--- config.mk ---
export PLATFORM = sky130hd
export DESIGN_NAME = keypad_hit_encoder
export DESIGN_NICKNAME = d
export VERILOG_FILES = /design/src/rtl/keypad_pkg.sv /design/src/rtl/key_debounce.sv /design/src/rtl/keypad_hit_encoder.sv
export SDC_FILE = /design/constraint.sdc
export NUM_CORES = 1
export LEC_CHECK = 0
export BUFFER_PORTS_ARGS = -buffer_cell sky130_fd_sc_hd__buf_2
export CAP_MARGIN = 10
export CELL_PAD_IN_SITES_DETAIL_PLACEMENT = 1
export CELL_PAD_IN_SITES_GLOBAL_PLACEMENT = 2
export CORE_MARGIN = 5
export CORE_UTILIZATION = 40
export DETAILED_ROUTE_END_ITERATION = 6
export PLACE_DENSITY = 0.84
export SLEW_MARGIN = 25
export SYNTH_ARGS = -nofsm -noshare
export SYNTH_HDL_FRONTEND = slang
export SYNTH_SLANG_ARGS = --single-unit
--- constraint.sdc ---
create_clock -name clk -period 13.09 [get_ports clk]
set_input_delay 1.309 -clock clk [delete_from_list [all_inputs] [get_ports clk]]
set_output_delay 1.309 -clock clk [all_outputs]
set_load 0.01 [all_outputs]
--- src/rtl/keypad_pkg.sv ---
// Shared types and helpers for the keypad hit encoder.
// Optional feature macro: KEYPAD_AUTOREPEAT_EN (see keypad_hit_encoder.sv).
package keypad_pkg;

  localparam int unsigned NKEYS  = 8;
  localparam int unsigned KIDX_W = 3;

  typedef enum logic {
    KP_IDLE    = 1'b0,
    KP_PRESENT = 1'b1
  } kp_state_e;

  // Presented hit payload: binary index plus one-hot form of the same key.
  typedef struct packed {
    logic [KIDX_W-1:0] idx;
    logic [NKEYS-1:0]  onehot;
  } kp_hit_t;

  // Lowest set bit of a key mask; all-zero result for an empty mask.
  function automatic kp_hit_t kp_lowest(input logic [NKEYS-1:0] mask);
    kp_hit_t r;
    r = '0;
    for (int i = NKEYS - 1; i >= 0; i--) begin
      if (mask[i]) begin
        r.idx       = KIDX_W'(i);
        r.onehot    = '0;
        r.onehot[i] = 1'b1;
      end
    end
    return r;
  endfunction

endpackage

--- src/rtl/key_debounce.sv ---
// Per-key conditioner: 2-flop synchroniser, sampled history, debounced level
// and a one-cycle press pulse aligned with the rising debounced level.
module key_debounce #(
  parameter int unsigned DB_DEPTH = 4
) (
  input  logic clk,
  input  logic rst_n,
  input  logic key_raw,
  input  logic tick,
  output logic held,
  output logic press
);

  logic [1:0]          sync;
  logic [DB_DEPTH-1:0] hist;
  logic [DB_DEPTH-1:0] hist_next;

  assign hist_next = {hist[DB_DEPTH-2:0], sync[1]};

  // Bring the asynchronous key line into the clk domain.
  always_ff @(posedge clk or negedge rst_n) begin
    if (!rst_n) begin
      sync <= '0;
    end else begin
      sync <= {sync[0], key_raw};
    end
  end

  // Sample on tick; change level only when the whole history agrees.
  always_ff @(posedge clk or negedge rst_n) begin
    if (!rst_n) begin
      hist  <= '0;
      held  <= 1'b0;
      press <= 1'b0;
    end else begin
      press <= 1'b0;
      if (tick) begin
        hist <= hist_next;
        if (&hist_next) begin
          held  <= 1'b1;
          press <= ~held;
        end else if (~|hist_next) begin
          held <= 1'b0;
        end
      end
    end
  end

endmodule

--- src/rtl/keypad_hit_encoder.sv ---
// Keypad front end: debounces eight keys, queues press edges in a pending
// mask and presents them one at a time as a one-hot hit with valid/ack.
// Optional feature macro: KEYPAD_AUTOREPEAT_EN enables per-key auto-repeat
// every REPEAT_TICKS sample ticks while a key stays held.
module keypad_hit_encoder
  import keypad_pkg::*;
#(
  parameter int unsigned SAMPLE_DIV   = 50000,
  parameter int unsigned DB_DEPTH     = 4,
  parameter int unsigned REPEAT_TICKS = 250
) (
  input  logic              clk,
  input  logic              RESET,
  input  logic [NKEYS-1:0]  key_raw,
  input  logic              hit_ack,
  output logic              hit_valid,
  output logic [NKEYS-1:0]  hit_onehot,
  output logic [KIDX_W-1:0] hit_idx,
  output logic [NKEYS-1:0]  held,
  output logic [7:0]        drop_cnt
);

  localparam int unsigned DIV_W = (SAMPLE_DIV > 1) ? $clog2(SAMPLE_DIV) : 1;

  // Elaboration-time parameter sanity.
  if (SAMPLE_DIV < 2) begin : g_bad_div
    $error("SAMPLE_DIV must be at least 2");
  end
  if (DB_DEPTH < 2) begin : g_bad_depth
    $error("DB_DEPTH must be at least 2");
  end
  if (REPEAT_TICKS < 1) begin : g_bad_repeat
    $error("REPEAT_TICKS must be at least 1");
  end

  logic [DIV_W-1:0]  div_cnt;
  logic              tick;
  logic [NKEYS-1:0]  press;
  logic [NKEYS-1:0]  evt;
  logic [NKEYS-1:0]  pending;
  logic [NKEYS-1:0]  clr;
  logic [NKEYS-1:0]  drop;
  logic [3:0]        ndrop;
  logic [8:0]        drop_sum;
  kp_state_e         state;
  kp_state_e         state_next;
  logic              valid_next;
  logic [NKEYS-1:0]  onehot_next;
  logic [KIDX_W-1:0] idx_next;
  kp_hit_t           low;

  assign tick = (div_cnt == DIV_W'(SAMPLE_DIV - 1));

  // Free-running sample divider.
  always_ff @(posedge clk or negedge RESET) begin
    if (!RESET) begin
      div_cnt <= '0;
    end else if (tick) begin
      div_cnt <= '0;
    end else begin
      div_cnt <= div_cnt + DIV_W'(1);
    end
  end

  for (genvar k = 0; k < NKEYS; k++) begin : g_key
    key_debounce #(
      .DB_DEPTH(DB_DEPTH)
    ) u_debounce (
      .clk    (clk),
      .rst_n  (RESET),
      .key_raw(key_raw[k]),
      .tick   (tick),
      .held   (held[k]),
      .press  (press[k])
    );
  end

`ifdef KEYPAD_AUTOREPEAT_EN
  localparam int unsigned RPT_W = $clog2(REPEAT_TICKS + 1);

  logic [RPT_W-1:0] rpt_cnt [NKEYS];
  logic [NKEYS-1:0] rpt_pulse;

  // Re-raise a press every REPEAT_TICKS ticks while held; clear on release.
  always_ff @(posedge clk or negedge RESET) begin
    if (!RESET) begin
      for (int i = 0; i < NKEYS; i++) rpt_cnt[i] <= '0;
      rpt_pulse <= '0;
    end else begin
      rpt_pulse <= '0;
      for (int i = 0; i < NKEYS; i++) begin
        if (!held[i]) begin
          rpt_cnt[i] <= '0;
        end else if (tick) begin
          if (rpt_cnt[i] == RPT_W'(REPEAT_TICKS - 1)) begin
            rpt_cnt[i]   <= '0;
            rpt_pulse[i] <= 1'b1;
          end else begin
            rpt_cnt[i] <= rpt_cnt[i] + RPT_W'(1);
          end
        end
      end
    end
  end

  assign evt = press | rpt_pulse;
`else
  assign evt = press;
`endif

  // Presses that find their pending bit still set (and not being consumed).
  assign drop = evt & pending & ~clr;

  // Count drops this cycle and add with saturation.
  always_comb begin
    ndrop = '0;
    for (int i = 0; i < NKEYS; i++) begin
      ndrop = ndrop + 4'(drop[i]);
    end
    drop_sum = {1'b0, drop_cnt} + 9'(ndrop);
  end

  // Pending mask (new press wins over same-cycle clear) and drop counter.
  always_ff @(posedge clk or negedge RESET) begin
    if (!RESET) begin
      pending  <= '0;
      drop_cnt <= '0;
    end else begin
      pending  <= (pending & ~clr) | evt;
      drop_cnt <= drop_sum[8] ? 8'hFF : drop_sum[7:0];
    end
  end

  // Output FSM next state and next registered outputs.
  always_comb begin
    state_next  = state;
    valid_next  = hit_valid;
    onehot_next = hit_onehot;
    idx_next    = hit_idx;
    clr         = '0;
    low         = kp_lowest(pending);
    case (state)
      KP_IDLE: begin
        if (pending != '0) begin
          state_next  = KP_PRESENT;
          valid_next  = 1'b1;
          onehot_next = low.onehot;
          idx_next    = low.idx;
          clr         = low.onehot;
        end
      end
      KP_PRESENT: begin
        if (hit_ack) begin
          if (pending != '0) begin
            onehot_next = low.onehot;
            idx_next    = low.idx;
            clr         = low.onehot;
          end else begin
            state_next  = KP_IDLE;
            valid_next  = 1'b0;
            onehot_next = '0;
            idx_next    = '0;
          end
        end
      end
      default: begin
        state_next = KP_IDLE;
      end
    endcase
  end

  // FSM state and registered hit outputs.
  always_ff @(posedge clk or negedge RESET) begin
    if (!RESET) begin
      state      <= KP_IDLE;
      hit_valid  <= 1'b0;
      hit_onehot <= '0;
      hit_idx    <= '0;
    end else begin
      state      <= state_next;
      hit_valid  <= valid_next;
      hit_onehot <= onehot_next;
      hit_idx    <= idx_next;
    end
  end

endmodule

Word level (Yosys, flattened, before mapping)
Index checks and enable logic that the tools add are counted.
{"block": "classes", "n_addsub": 9, "n_eq_ne": 12, "muxes": 59, "bitwise_logic": 14, "n_reduce_logical": 27}
{"cell": "2-to-1 mux 11 bit", "n": 8}
{"cell": "2-to-1 mux 8 bit", "n": 5}
{"cell": "2-to-1 mux 1 bit", "n": 37}
{"cell": "one-hot mux 8 bit (2 select lines)", "n": 2}
{"cell": "AND reduction 4 bit", "n": 8}
{"cell": "OR reduction 4 bit", "n": 8}
{"cell": "bitwise AND 8 bit", "n": 3}
{"cell": "AND reduction 2 bit", "n": 9}
{"cell": "adder 16 x 1 -> 16 bit (second input constant)", "n": 1}
{"cell": "adder 4 x 1 -> 4 bit", "n": 4}
{"cell": "== test 16 bit (second input constant)", "n": 1}
{"cell": "2-to-1 mux 16 bit", "n": 1}
{"cell": "inequality test 2 x 1 -> 1 bit (second input constant)", "n": 8}
{"cell": "adder 8 x 4 -> 9 bit", "n": 1}
{"cell": "2-to-1 mux 3 bit", "n": 3}
{"cell": "NOT 1 bit", "n": 9}
{"cell": "NOT 8 bit", "n": 1}
{"cell": "bitwise OR 8 bit", "n": 1}
{"cell": "nonzero test 8 bit", "n": 1}
{"cell": "inequality test 2 bit (second input constant)", "n": 3}
{"cell": "one-hot mux 3 bit (2 select lines)", "n": 1}
{"cell": "adder 3 x 1 -> 4 bit", "n": 1}
{"cell": "one-hot mux 1 bit (2 select lines)", "n": 2}
{"cell": "adder 2 x 1 -> 3 bit", "n": 1}
{"cell": "other kinds (2)", "n": 2}
{"block": "word_totals", "ff_bits": 101, "out_inout_bits": 28}

Longest topological paths before layout
Gate-level depths: netlist of run 1.
{"block": "depth", "ltp_word": 22, "mapped_depth": 14, "mapped_depth_nobuf": 14}

By module
A second synthesis of run 1 with hierarchy kept.
{"block": "unflattened", "cells_unflattened": 326, "hier_area_um2": 4277.9}
{"module": "keypad_hit_encoder", "instances": 1, "cells_each": 206, "area_per_inst_um2": 2265.9}
{"module": "key_debounce", "instances": 8, "cells_each": 15, "area_per_inst_um2": 251.5}

Worst setup path before layout of run 1
OpenSTA, ideal clock, no wires.
{"block": "synth_path", "path_type": "input -> register", "start": "input port hit_ack", "end": "register drop_cnt[4]", "setup_time_ns": 0.125, "arrival_ns": 5.136, "setup_slack_ns": 7.829, "cell_stages": 13, "path_cell_list": "nor2b_1 or3_1 and3_1 fa_1 inv_1 fa_1 inv_1 fa_1 fa_1 fa_1 a21o_1 a21oi_1 mux2_2"}
{"block": "synth_via", "elab_chain_cells": 13}
{"element": "start, declared", "line_no": "keypad_hit_encoder.sv:15", "text": "input logic hit_ack,"}
{"element": "2-to-1 mux 8 bit *", "line_no": "keypad_hit_encoder.sv:153", "text": "if (hit_ack) begin"}
{"element": "one-hot mux 8 bit (2 select lines) *", "line_no": "keypad_hit_encoder.sv:142", "text": "case (state)"}
{"element": "NOT 8 bit *", "line_no": "keypad_hit_encoder.sv:112", "text": "assign drop = evt & pending & ~clr;"}
{"element": "bitwise AND 8 bit *", "line_no": "keypad_hit_encoder.sv:112"}
{"element": "adder 1 x 1 -> 2 bit", "line_no": "keypad_hit_encoder.sv:118", "text": "ndrop = ndrop + 4'(drop[i]);"}
{"element": "adder 2 x 1 -> 3 bit", "line_no": "keypad_hit_encoder.sv:118"}
{"element": "adder 3 x 1 -> 4 bit", "line_no": "keypad_hit_encoder.sv:118"}
{"element": "adder 4 x 1 -> 4 bit (3 in a row)", "line_no": "keypad_hit_encoder.sv:118"}
{"element": "adder 4 x 1 -> 4 bit *", "line_no": "keypad_hit_encoder.sv:118"}
{"element": "adder 8 x 4 -> 9 bit *", "line_no": "keypad_hit_encoder.sv:120", "text": "drop_sum = {1'b0, drop_cnt} + 9'(ndrop);"}
{"element": "2-to-1 mux 8 bit *", "line_no": "keypad_hit_encoder.sv:130", "text": "drop_cnt <= drop_sum[8] ? 8'hFF : drop_sum[7:0];"}
{"element": "end signal, assigned", "line_no": "keypad_hit_encoder.sv:130"}
{"element": "end, declared", "line_no": "keypad_hit_encoder.sv:20", "text": "output logic [7:0] drop_cnt"}
Mark *: on every way between the ends. The rest lies on a longest branch, timed or not.
A chain may end at the register's enable or synchronous reset.

Final worst setup path of run 1
Ends and elaborated chain as after synthesis.

==> flow_metrics.tcl, run 1 <==
set metrics [dict create \
    outcome "completed" \
    wl_per_cell_um 15.6 \
    avgSynthCellArea_um2 11.4 \
    antenna_cells 0 \
    cts_buffers 9 \
    final_nets 438 \
    r2r_slack_ns 8.38 \
    maxCapViolations 0 \
    cp_max_fo 4 \
    synth_compound_area_share_pct 12.7 \
    crit_arrival_ns 5.46 \
    ir_drop_mv 0.0452 \
    rsz0062_at_grt "false" \
    min_period_ns 5.21 \
    final_common_cell "dfrtp_1" \
    cp_slowest_cell "fa_1" \
    crit_family "adder cells" \
    drt_iter0_drc 120 \
    synth_mux_area_share_pct 1.01 \
    die-width_um 114 \
    first_pass_iters 4 \
    dp_hpwl_um 6370 \
    ys_types 50 \
    coreArea_um2 10700 \
    switching_share_pct 22.8 \
    overflow 0 \
    synth_edf_count 0 \
    fin_tns_setup_ns 0 \
    drt_wl_total_um 8730 \
    r2r_cells 13 \
    clock_latency_ns 0.36 \
    grt_pass1_vias 3113 \
    power_switching_mw 0.115 \
    row_count 38 \
    cts_tree "done" \
    min_path_type "reg -> reg" \
    hold_end "g_key[4].u_debounce.sync[1]" \
    synthAdderAreaFrac_pct 4.33 \
    io_buffers 38 \
    max_stage_delay_ns 0.54 \
    whs_path_depth 0 \
    layout_common_cells "dfrtp_1 (101), nand2_1 (54), buf_2 (37), nor2_1 (28), inv_1 (18)" \
    initial_core_util_pct 40.3 \
    syn_area_um2 4330 \
    critPathCaptureType "flop" \
    clkSlewWorstSetupHoldPaths_ns 0.09 \
    stdcell_area_um2 4780 \
    combPwrFrac_pct 2.7 \
    cts_buffer_depth 2 \
    synthSimpleGateAreaFrac_pct 16.5 \
    area_growth_pct 10.3 \
    antenna_found_initial 0 \
    final-setup-viol-count 0 \
    cts_setup_buffers 0 \
    p_leak_nw 2.33 \
    slew_headroom_pct 55.6 \
    tightest_slew_ns 0.666 \
    r2r_start "state" \
    post_dp_cell_area_um2 4600 \
    synth_top_family_by_area "simple AND/OR/NAND/NOR gates" \
    die_h_um 114 \
    p_int_mw 0.389 \
    cts.hold.buffers_added 0 \
    ys_ff_latch 101 \
    synth_xor_area_share_pct 2.63 \
    crit_chain "buf_2 -> nor2b_1 -> or3_1 -> and3_1 -> fa_1 -> inv_1 -> fa_1 -> inv_1 -> fa_1 -> fa_1 -> fa_1 -> a21o_1 -> a21oi_1 -> mux2_2" \
    root_buffer "clkbuf_8" \
    finalMaxSlewViolations 0 \
    critical_path_class "in -> reg" \
    cp_num_buf_inv 3 \
    synth_cells 381 \
    grt_max_degree 76 \
    p_clk_share_pct 33.9 \
    reg2reg_to "drop_cnt[4]" \
    power_density_nw_per_um2 106 \
    p_seq_share_pct 63.4 \
    min_from "g_key[4].u_debounce.sync[0]" \
    cp.required_ns 13.34 \
    grt_pass1_wl_um 15000 \
    ys.flop_type "dfrtp_1" \
    syn_nets 404 \
    die_area_um2 13000 \
    routed_via_density 5.21 \
    async_flop_share_pct 100 \
    min_period_over_period_pct 39.8 \
    drive_above_1_share_pct 17.4 \
    yosys_warnings 0 \
    crit_path_frequent_cell "fa_1" \
    drt.antenna.violating_nets 0 \
    io_pins 39 \
    fill_cells 1192 \
    cts.sinks 101 \
    crit_path_start_kind "input pin" \
    fin_skew_ns 0.0119 \
    finalHoldViolCount 0 \
    cts_resized 0 \
    timing.fmax_mhz 192 \
    vias 2910 \
    drcViolationCount 0 \
    place_congestion 0.792 \
    ys_seq_area_share_pct 58.3 \
    grt_use_total_pct 14.4 \
    cts_max_level 3 \
    final_util_pct 44.5 \
]
[metal layers]
| layer | routed length, µm | up-vias | track usage (%) |
|---|---|---|---|
| li1 | - | 1383 | - |
| met1 | 3880 | 1474 | 17.5 |
| met2 | 4440 | 41 | 25.3 |
| met3 | 277 | 12 | 2.85 |
| met4 | 124 | 0 | 5.07 |
| met5 | 0 | - | 0 |
[flip-flops by register name (all words and copies together), names as in the netlist, 3 cells and up]
signal / cells
g_key.u_debounce.press: 8
pending: 8
g_key.u_debounce.sync: 16
g_key.u_debounce.hist: 24
drop_cnt: 8
hit_onehot: 8
g_key.u_debounce.held: 8
hit_idx: 3
div_cnt: 16
[cell type report]
class | instances | area (µm²) | share of cell area (%)
flip-flops and latches | 101 | 2530 | 52.9
multi-input cells | 243 | 1610 | 33.7
repair buffers | 42 | 234 | 4.90
well taps | 140 | 175 | 3.67
clock buffers | 9 | 124 | 2.59
inverters | 18 | 67.6 | 1.41
clock inverters | 6 | 40.0 | 0.838
[per-stage QoR]
stage	hold WS (ns)	cells	setup slack, ns	power [mW]
6_report	0.354	559	7.88	0.504
3_5_place_dp	0.337	543	7.52	0.340
4_1_cts	0.355	558	7.90	0.514
5_1_grt	0.368	559	7.74	0.530
3_3_place_gp	0.333	543	7.54	0.340
2_1_floorplan	0.331	381	7.83	0.329
[worst max-delay path by stage]
stage / start / to / slack (ns) / cells past startpoint
floorplan: hit_ack / drop_cnt[4] / 7.83 / 13
global placement: hit_ack / drop_cnt[4] / 7.54 / 14
detailed placement: hit_ack / drop_cnt[4] / 7.52 / 14
CTS: hit_ack / drop_cnt[4] / 7.90 / 14
global route: hit_ack / drop_cnt[4] / 7.74 / 14
finish: hit_ack / drop_cnt[4] / 7.88 / 14
[kinds of logic after synthesis]
kind of cell	after synthesis
flip-flops	101
buffers and inverters	37
multiplexers	4
AO/OA/AOI/OAI	71
adder cells (fa/ha/maj)	12
XOR/XNOR	13
AND/OR/NAND/NOR	143
[cells in the mapped netlist (all sizes together) (2+ instances only)]
| cell type | n | area, µm² |
|---|---|---|
| nand4 | 5 | 31.3 |
| nand2b | 5 | 31.3 |
| o41ai | 8 | 130 |
| a21oi | 8 | 40.0 |
| nand2 | 55 | 209 |
| a22o | 5 | 43.8 |
| fa | 5 | 100 |
| inv | 18 | 67.6 |
| a211oi | 2 | 15.0 |
| buf | 18 | 123 |
| xnor2 | 8 | 70.1 |
| a2bb2oi | 7 | 61.3 |
| nor2 | 28 | 105 |
| dfrtp | 101 | 2530 |
| a21o | 8 | 60.1 |
| mux2 | 3 | 33.8 |
| o21ai | 23 | 119 |
| o21bai | 3 | 22.5 |
| ha | 7 | 87.6 |
| or3 | 2 | 12.5 |
| and3 | 8 | 50.1 |
| xor2 | 5 | 43.8 |
| nand3 | 17 | 85.1 |
| nor4 | 10 | 83.8 |
| nor3 | 3 | 15.0 |
| o2bb2ai | 3 | 26.3 |
[power groups by stage]
| stage | clock network (mW) | registers [mW] | logic, mW |
|---|---|---|---|
| floorplan | 0 | 0.326 | 0.00218 |
| global placement | 0 | 0.326 | 0.0140 |
| detailed placement | 0 | 0.326 | 0.0144 |
| CTS | 0.180 | 0.320 | 0.0144 |
| global route | 0.194 | 0.320 | 0.0158 |
| finish | 0.171 | 0.320 | 0.0137 |
Note: power is estimated with default switching activity, not from simulation.
==> run 2: changes to the inputs <==
--- a/config.mk
+++ b/config.mk
@@ -10,9 +10,9 @@
 export CELL_PAD_IN_SITES_DETAIL_PLACEMENT = 1
 export CELL_PAD_IN_SITES_GLOBAL_PLACEMENT = 2
 export CORE_MARGIN = 5
-export CORE_UTILIZATION = 40
+export CORE_UTILIZATION = 36
 export DETAILED_ROUTE_END_ITERATION = 6
-export PLACE_DENSITY = 0.84
+export PLACE_DENSITY = 0.8
 export SLEW_MARGIN = 25
 export SYNTH_ARGS = -nofsm -noshare
 export SYNTH_HDL_FRONTEND = slang
==> constraint.sdc (replaced) <==
create_clock -name clk -period 4.75 [get_ports clk]
set_input_delay 0.475 -clock clk [delete_from_list [all_inputs] [get_ports clk]]
set_output_delay 0.475 -clock clk [all_outputs]
set_load 0.01 [all_outputs]
==> run 2 against run 1 <==
Compared with the run above: routed wire length down 0.18%; setup slack worse by 7.7 ns; sequential cell count unchanged; critical path depth down 1; cell area up 4.0%; die area up 10%; hold slack worse by 0.24 ns; non-clock buffer count up 4; combinational power rose to 2.7 times the previous value; sequential power rose to 2.8 times the previous value; via count about the same; clock skew down 0.0026 ns.
==> flow_metrics.tcl, run 2 (synthesized netlist as in run 1, its figures left out) <==
set metrics [dict create \
    grt_pass1_wl_um 15100 \
    place_ws_ns 0.0452 \
    antenna_cells 0 \
    cts_max_level 3 \
    drt_wl_total_um 8710 \
    p_leak_nw 2.42 \
    row_count 40 \
    grt_use_total_pct 13.0 \
    drt.antenna.violating_nets 0 \
    slew_headroom_pct 38.2 \
    rsz0062_at_grt "false" \
    final_common_cell "dfrtp_1" \
    io_buffers 38 \
    critPathCaptureType "flop" \
    crit_chain "nor2b_1 -> or3_1 -> and3_1 -> fa_1 -> inv_1 -> fa_1 -> inv_1 -> fa_1 -> fa_1 -> fa_1 -> a21o_1 -> a21oi_2 -> mux2_2" \
    cts.hold.buffers_added 0 \
    finalMaxSlewViolations 0 \
    outcome "completed" \
    overflow 0 \
    root_buffer "clkbuf_16" \
    min_period_over_period_pct 95.7 \
    crit_path_frequent_cell "fa_1" \
    coreArea_um2 11900 \
    timing.fmax_mhz 220 \
    antenna_found_initial 0 \
    multi_input_area_um2 1610 \
    cp_slowest_cell "fa_1" \
    routed_via_density 5.10 \
    grt_max_degree 74 \
    vias 2911 \
    min_period_ns 4.54 \
    die_h_um 120 \
    finalHoldViolCount 0 \
    max_stage_delay_ns 0.53 \
    drcViolationCount 0 \
    top_regs "g_key.u_debounce.hist: 24 flops, div_cnt: 16 flops, g_key.u_debounce.sync: 16 flops" \
    place_congestion 0.782 \
    cts_buffer_depth 2 \
    critical_path_class "reg -> reg" \
    drive_above_1_share_pct 18.6 \
    fin_tns_setup_ns 0 \
    tightest_slew_ns 0.927 \
    cts_tree "done" \
    io_pins 39 \
    layout_common_cells "dfrtp_1 (101), nand2_1 (54), buf_2 (37), nor2_1 (28), inv_1 (18)" \
    cts.sinks 101 \
    clock_latency_ns 0.34 \
    fill_cells 1306 \
    final-setup-viol-count 0 \
    first_pass_iters 4 \
    r2r_slack_ns 0.21 \
    final_nets 442 \
    cp.required_ns 4.98 \
    crit_arrival_ns 4.77 \
    die-width_um 120 \
    seqCellArea_um2 2530 \
    area_growth_pct 14.8 \
    crit_path_start_kind "flop" \
    power_density_nw_per_um2 339 \
    cts_setup_buffers 0 \
    cts_buffers 9 \
    cp_max_fo 4 \
    drt_iter0_drc 115 \
    largest_reg_flops 24 \
    cts_resized 0 \
    die_area_um2 14300 \
    initial_core_util_pct 36.4 \
    fin_skew_ns 0.00925 \
    maxCapViolations 0 \
    fin_ws_ns 0.205 \
    ir_drop_mv 0.250 \
    grt_pass1_vias 3123 \
    wl_per_cell_um 15.3 \
    min_path_type "in -> async" \
    dp_hpwl_um 6180 \
    clkSlewWorstSetupHoldPaths_ns 0.07 \
    top_register "g_key.u_debounce.hist" \
]
## run 2: through the flow
stage / instance area [µm²] / total power [mW] / instances / hold slack, ns / utilization, %
after floorplan: 4330 / 0.906 / 381 / 0.179 / -
after global placement: 4640 / 0.936 / 555 / 0.333 / 39.0
after detailed placement: 4640 / 0.937 / 555 / 0.336 / 39.0
after CTS: 4960 / 1.72 / 571 / 0.223 / 41.7
after global routing: 4970 / 1.76 / 571 / 0.171 / 41.7
final: 4970 / 1.68 / 571 / 0.115 / 41.7
## run 2: layer usage
metal | vias to the layer above | global-route usage [%] | part of all wire (%)
li1 | 1393 | - | -
met1 | 1464 | 16.5 | 46
met2 | 48 | 21.9 | 49
met3 | 6 | 3.68 | 4.0
met4 | 0 | 3.22 | 0.70
met5 | - | 0 | 0
## run 2: layout make-up
type	count	area share (%)
flip-flops and latches	101	50.8
multi-input cells	243	32.5
clock buffers	12	5.36
repair buffers	46	5.16
well taps	147	3.70
inverters	18	1.36
clock inverters	4	1.11
## run 2: power by group
group	internal, mW	switching (mW)
sequential	0.873	0.00804
combinational	0.0127	0.0249
clock	0.453	0.313
## run 2: final timing paths
check / from / depth (start not counted) / to
worst min-delay path: RESET / 1 / drop_cnt[5]
worst max-delay path: state / 13 / drop_cnt[4]
worst max register to register: state / 13 / drop_cnt[4]
worst min register to register: g_key[1].u_debounce.sync[0] / 0 / g_key[1].u_debounce.sync[1]
min in group clk: key_raw[7] / 1 / g_key[7].u_debounce.sync[0]
max in group asynchronous: RESET / 2 / g_key[7].u_debounce.hist[1]
## run 2: worst max-delay path: cells and delay by family, from the launching register on
| kind | cells | cell delay (ns) |
|---|---|---|
| flip-flops | 1 | 0.42 |
| multiplexers | 1 | 0.36 |
| AND/OR/NAND/NOR | 3 | 0.70 |
| buffers and inverters | 2 | 0.11 |
| AO/OA/AOI/OAI | 2 | 0.43 |
| adder cells (fa/ha/maj) | 5 | 2.42 |
==> run 3: changes to the inputs <==
--- a/config.mk
+++ b/config.mk
@@ -5,12 +5,13 @@
 export SDC_FILE = /design/constraint.sdc
 export NUM_CORES = 1
 export LEC_CHECK = 0
+export ABC_AREA = 1
 export BUFFER_PORTS_ARGS = -buffer_cell sky130_fd_sc_hd__buf_2
 export CAP_MARGIN = 10
 export CELL_PAD_IN_SITES_DETAIL_PLACEMENT = 1
 export CELL_PAD_IN_SITES_GLOBAL_PLACEMENT = 2
 export CORE_MARGIN = 5
-export CORE_UTILIZATION = 36
+export CORE_UTILIZATION = 33
 export DETAILED_ROUTE_END_ITERATION = 6
 export PLACE_DENSITY = 0.8
 export SLEW_MARGIN = 25
==> run 3 against run 2 <==
Compared with the run above: clock-buffer cell count is 2 lower; setup slack better by 0.20 ns; cell count is 33% higher; global-route usage is 1.0 points higher; sequential power is 5.1% higher; critical endpoint is now drop_cnt[2].
==> flow_metrics.tcl, run 3 <==
set metrics [dict create \
    die_h_um 128 \
    p_leak_nw 2.81 \
    finalMaxSlewViolations 0 \
    coreArea_um2 13800 \
    outcome "completed" \
    dp_hpwl_um 7490 \
    rsz0062_at_grt "false" \
    cp_slowest_cell "fa_1" \
    grt_pass1_wl_um 18200 \
    final-setup-viol-count 0 \
    min_path_type "in -> async" \
    tightest_slew_ns 0.702 \
    cts_max_level 3 \
    cts_setup_buffers 0 \
    drt_wl_total_um 10500 \
    yosysMostFrequentCell "nand2_1" \
    min_period_ns 4.34 \
    clock_latency_ns 0.35 \
    fin_skew_ns 0.00698 \
    syn_area_um2 4630 \
    synth_area_leaders "dfrtp_1 (55%), nand2_1 (15%), nor2_1 (4.7%), inv_1 (4.4%), nand3_1 (3.4%)" \
    cts_resized 0 \
    synth_cells 539 \
    placed_cells 744 \
    routed_via_density 4.70 \
    row_count 43 \
    overflow 0 \
    ys_top_cells_by_count "nand2_1 (184), dfrtp_1 (101), nor2_1 (58)" \
    synth_top_area_share_pct 54.6 \
    crit_end "drop_cnt[2]" \
    maxCapViolations 0 \
    place_congestion 0.775 \
    cp_num_buf_inv 4 \
    grt_pass1_vias 3665 \
    ys_types 27 \
    drt.antenna.violating_nets 0 \
    crit_chain "inv_1 -> nor2_1 -> inv_1 -> nand3_1 -> nand2_1 -> nor2_1 -> fa_1 -> inv_1 -> fa_1 -> inv_1 -> fa_1 -> fa_1 -> fa_1 -> nand3_1 -> nand2_1 -> nand4_1 -> o21ai_0" \
    synth_edf_count 0 \
    antenna_found_initial 0 \
    avgSynthCellArea_um2 8.59 \
    finalHoldViolCount 0 \
    r2r_slack_ns 0.41 \
    cts_tree "done" \
    max_stage_delay_ns 0.52 \
    area_growth_pct 12.9 \
    reg2reg_to "drop_cnt[2]" \
    fin_tns_setup_ns 0 \
    cts.hold.buffers_added 0 \
    yosys_warnings 0 \
    crit_cells 17 \
    die_area_um2 16500 \
    first_pass_iters 4 \
    min_period_over_period_pct 91.4 \
    timing.fmax_mhz 230 \
    crit_arrival_ns 4.56 \
    slew_headroom_pct 53.2 \
    synth_area_leader_cell "dfrtp_1" \
    final_nets 598 \
    wl_per_cell_um 13.8 \
    cp_max_fo 8 \
    critical_path_class "reg -> reg" \
    top_regs "g_key.u_debounce.hist: 24 flops, div_cnt: 16 flops, g_key.u_debounce.sync: 16 flops" \
    initial_core_util_pct 33.5 \
    cts.sinks 101 \
    cp.required_ns 4.97 \
    io_buffers 38 \
    syn_nets 562 \
    antenna_cells 0 \
    drt_iter0_drc 194 \
    setup.worst_path.start "state" \
    largest_reg_flops 24 \
    crit_path_start_kind "flop" \
    grt_max_degree 75 \
    grt_use_total_pct 14.0 \
    power_density_nw_per_um2 357 \
    clkSlewWorstSetupHoldPaths_ns 0.07 \
    r2r_cells 17 \
    layout_common_cells "nand2_1 (184), dfrtp_1 (101), nor2_1 (58), inv_1 (54), buf_2 (37)" \
    ys.flop_type "dfrtp_1" \
    async_flop_share_pct 100 \
    fill_cells 1678 \
    die-width_um 128 \
    ir_drop_mv 0.179 \
    io_pins 39 \
    root_buffer "clkbuf_16" \
    cts_buffers 9 \
    top_register "g_key.u_debounce.hist" \
    drcViolationCount 0 \
    ys_seq_area_share_pct 54.6 \
    ys_ff_latch 101 \
    vias 3569 \
    r2r_start "state" \
    crit_path_frequent_cell "fa_1" \
    crit_family "adder cells" \
    drive_above_1_share_pct 11.9 \
    critPathCaptureType "flop" \
    final_common_cell "nand2_1" \
    cts_buffer_depth 2 \
    final_cells 760 \
]
-- run 3: changes by cell type after synthesis, sizes merged, moves of 10 or more --
cell	change
inv	+38
nand2	+133
nor2	+34
nand3	+15
nor4	-10
o21ai	-10
nand4	+14
-- run 3: where the power goes --
part / total, mW / switching, mW / internal, mW
logic: 0.217 / 0.148 / 0.0694
clock network: 0.723 / 0.356 / 0.366
registers: 0.926 / 0.0249 / 0.901
-- run 3: layout make-up --
class	instances	area, µm²	share of cell area [%]
repair buffers	41	219	4.19
multi-input cells	366	1760	33.7
flip-flops and latches	101	2530	48.4
clock buffers	10	229	4.38
inverters	56	210	4.02
well taps	180	225	4.31
clock inverters	6	55.1	1.05
-- run 3: routing by layer --
layer	wire length, µm	track usage (%)
met1	5030	18.6
met4	228	6.55
met2	4920	22.1
met5	0	0
met3	332	2.66
-- run 3: worst register-to-register path: stages, from the launching register on --
cell,delay [ns]
dfrtp_1,0.38
inv_1,0.12
nor2_1,0.08
inv_1,0.20
nand3_1,0.13
nand2_1,0.11
nor2_1,0.06
fa_1,0.47
inv_1,0.05
fa_1,0.52
inv_1,0.05
fa_1,0.51
fa_1,0.49
fa_1,0.43
nand3_1,0.12
nand2_1,0.09
nand4_1,0.25
o21ai_0,0.14
-- run 3: kinds of logic after synthesis --
logic type	after synthesis	synth area share, %
simple gates	322	29.6
flops	101	54.6
buf+inv	72	7.38
compound gates	25	3.00
fa+ha+maj	12	4.06
xor+xnor	7	1.32
-- run 3: worst min-delay path by stage --
stage,from,cells after the start,endpoint,slack [ns]
final,RESET,1,div_cnt[6],0.14
after global routing,RESET,1,div_cnt[4],0.19
after CTS,key_raw[3],1,g_key[3].u_debounce.sync[0],0.20
after detailed placement,g_key[3].u_debounce.sync[0],0,g_key[3].u_debounce.sync[1],0.34
after global placement,g_key[1].u_debounce.sync[0],0,g_key[1].u_debounce.sync[1],0.33
after floorplan,RESET,0,div_cnt[0],0.18
-- run 3: through the flow --
step | hold slack, ns | utilization (%) | area, µm² | setup slack [ns] | power (mW)
CTS | 0.199 | 37.8 | 5220 | 0.361 | 1.91
finish | 0.139 | 37.8 | 5230 | 0.406 | 1.87
global route | 0.194 | 37.8 | 5230 | 0.0790 | 1.98
global placement | 0.334 | 35.7 | 4940 | 0.418 | 1.16
floorplan | 0.179 | - | 4630 | 0.808 | 1.09
detailed placement | 0.336 | 35.7 | 4940 | 0.308 | 1.17
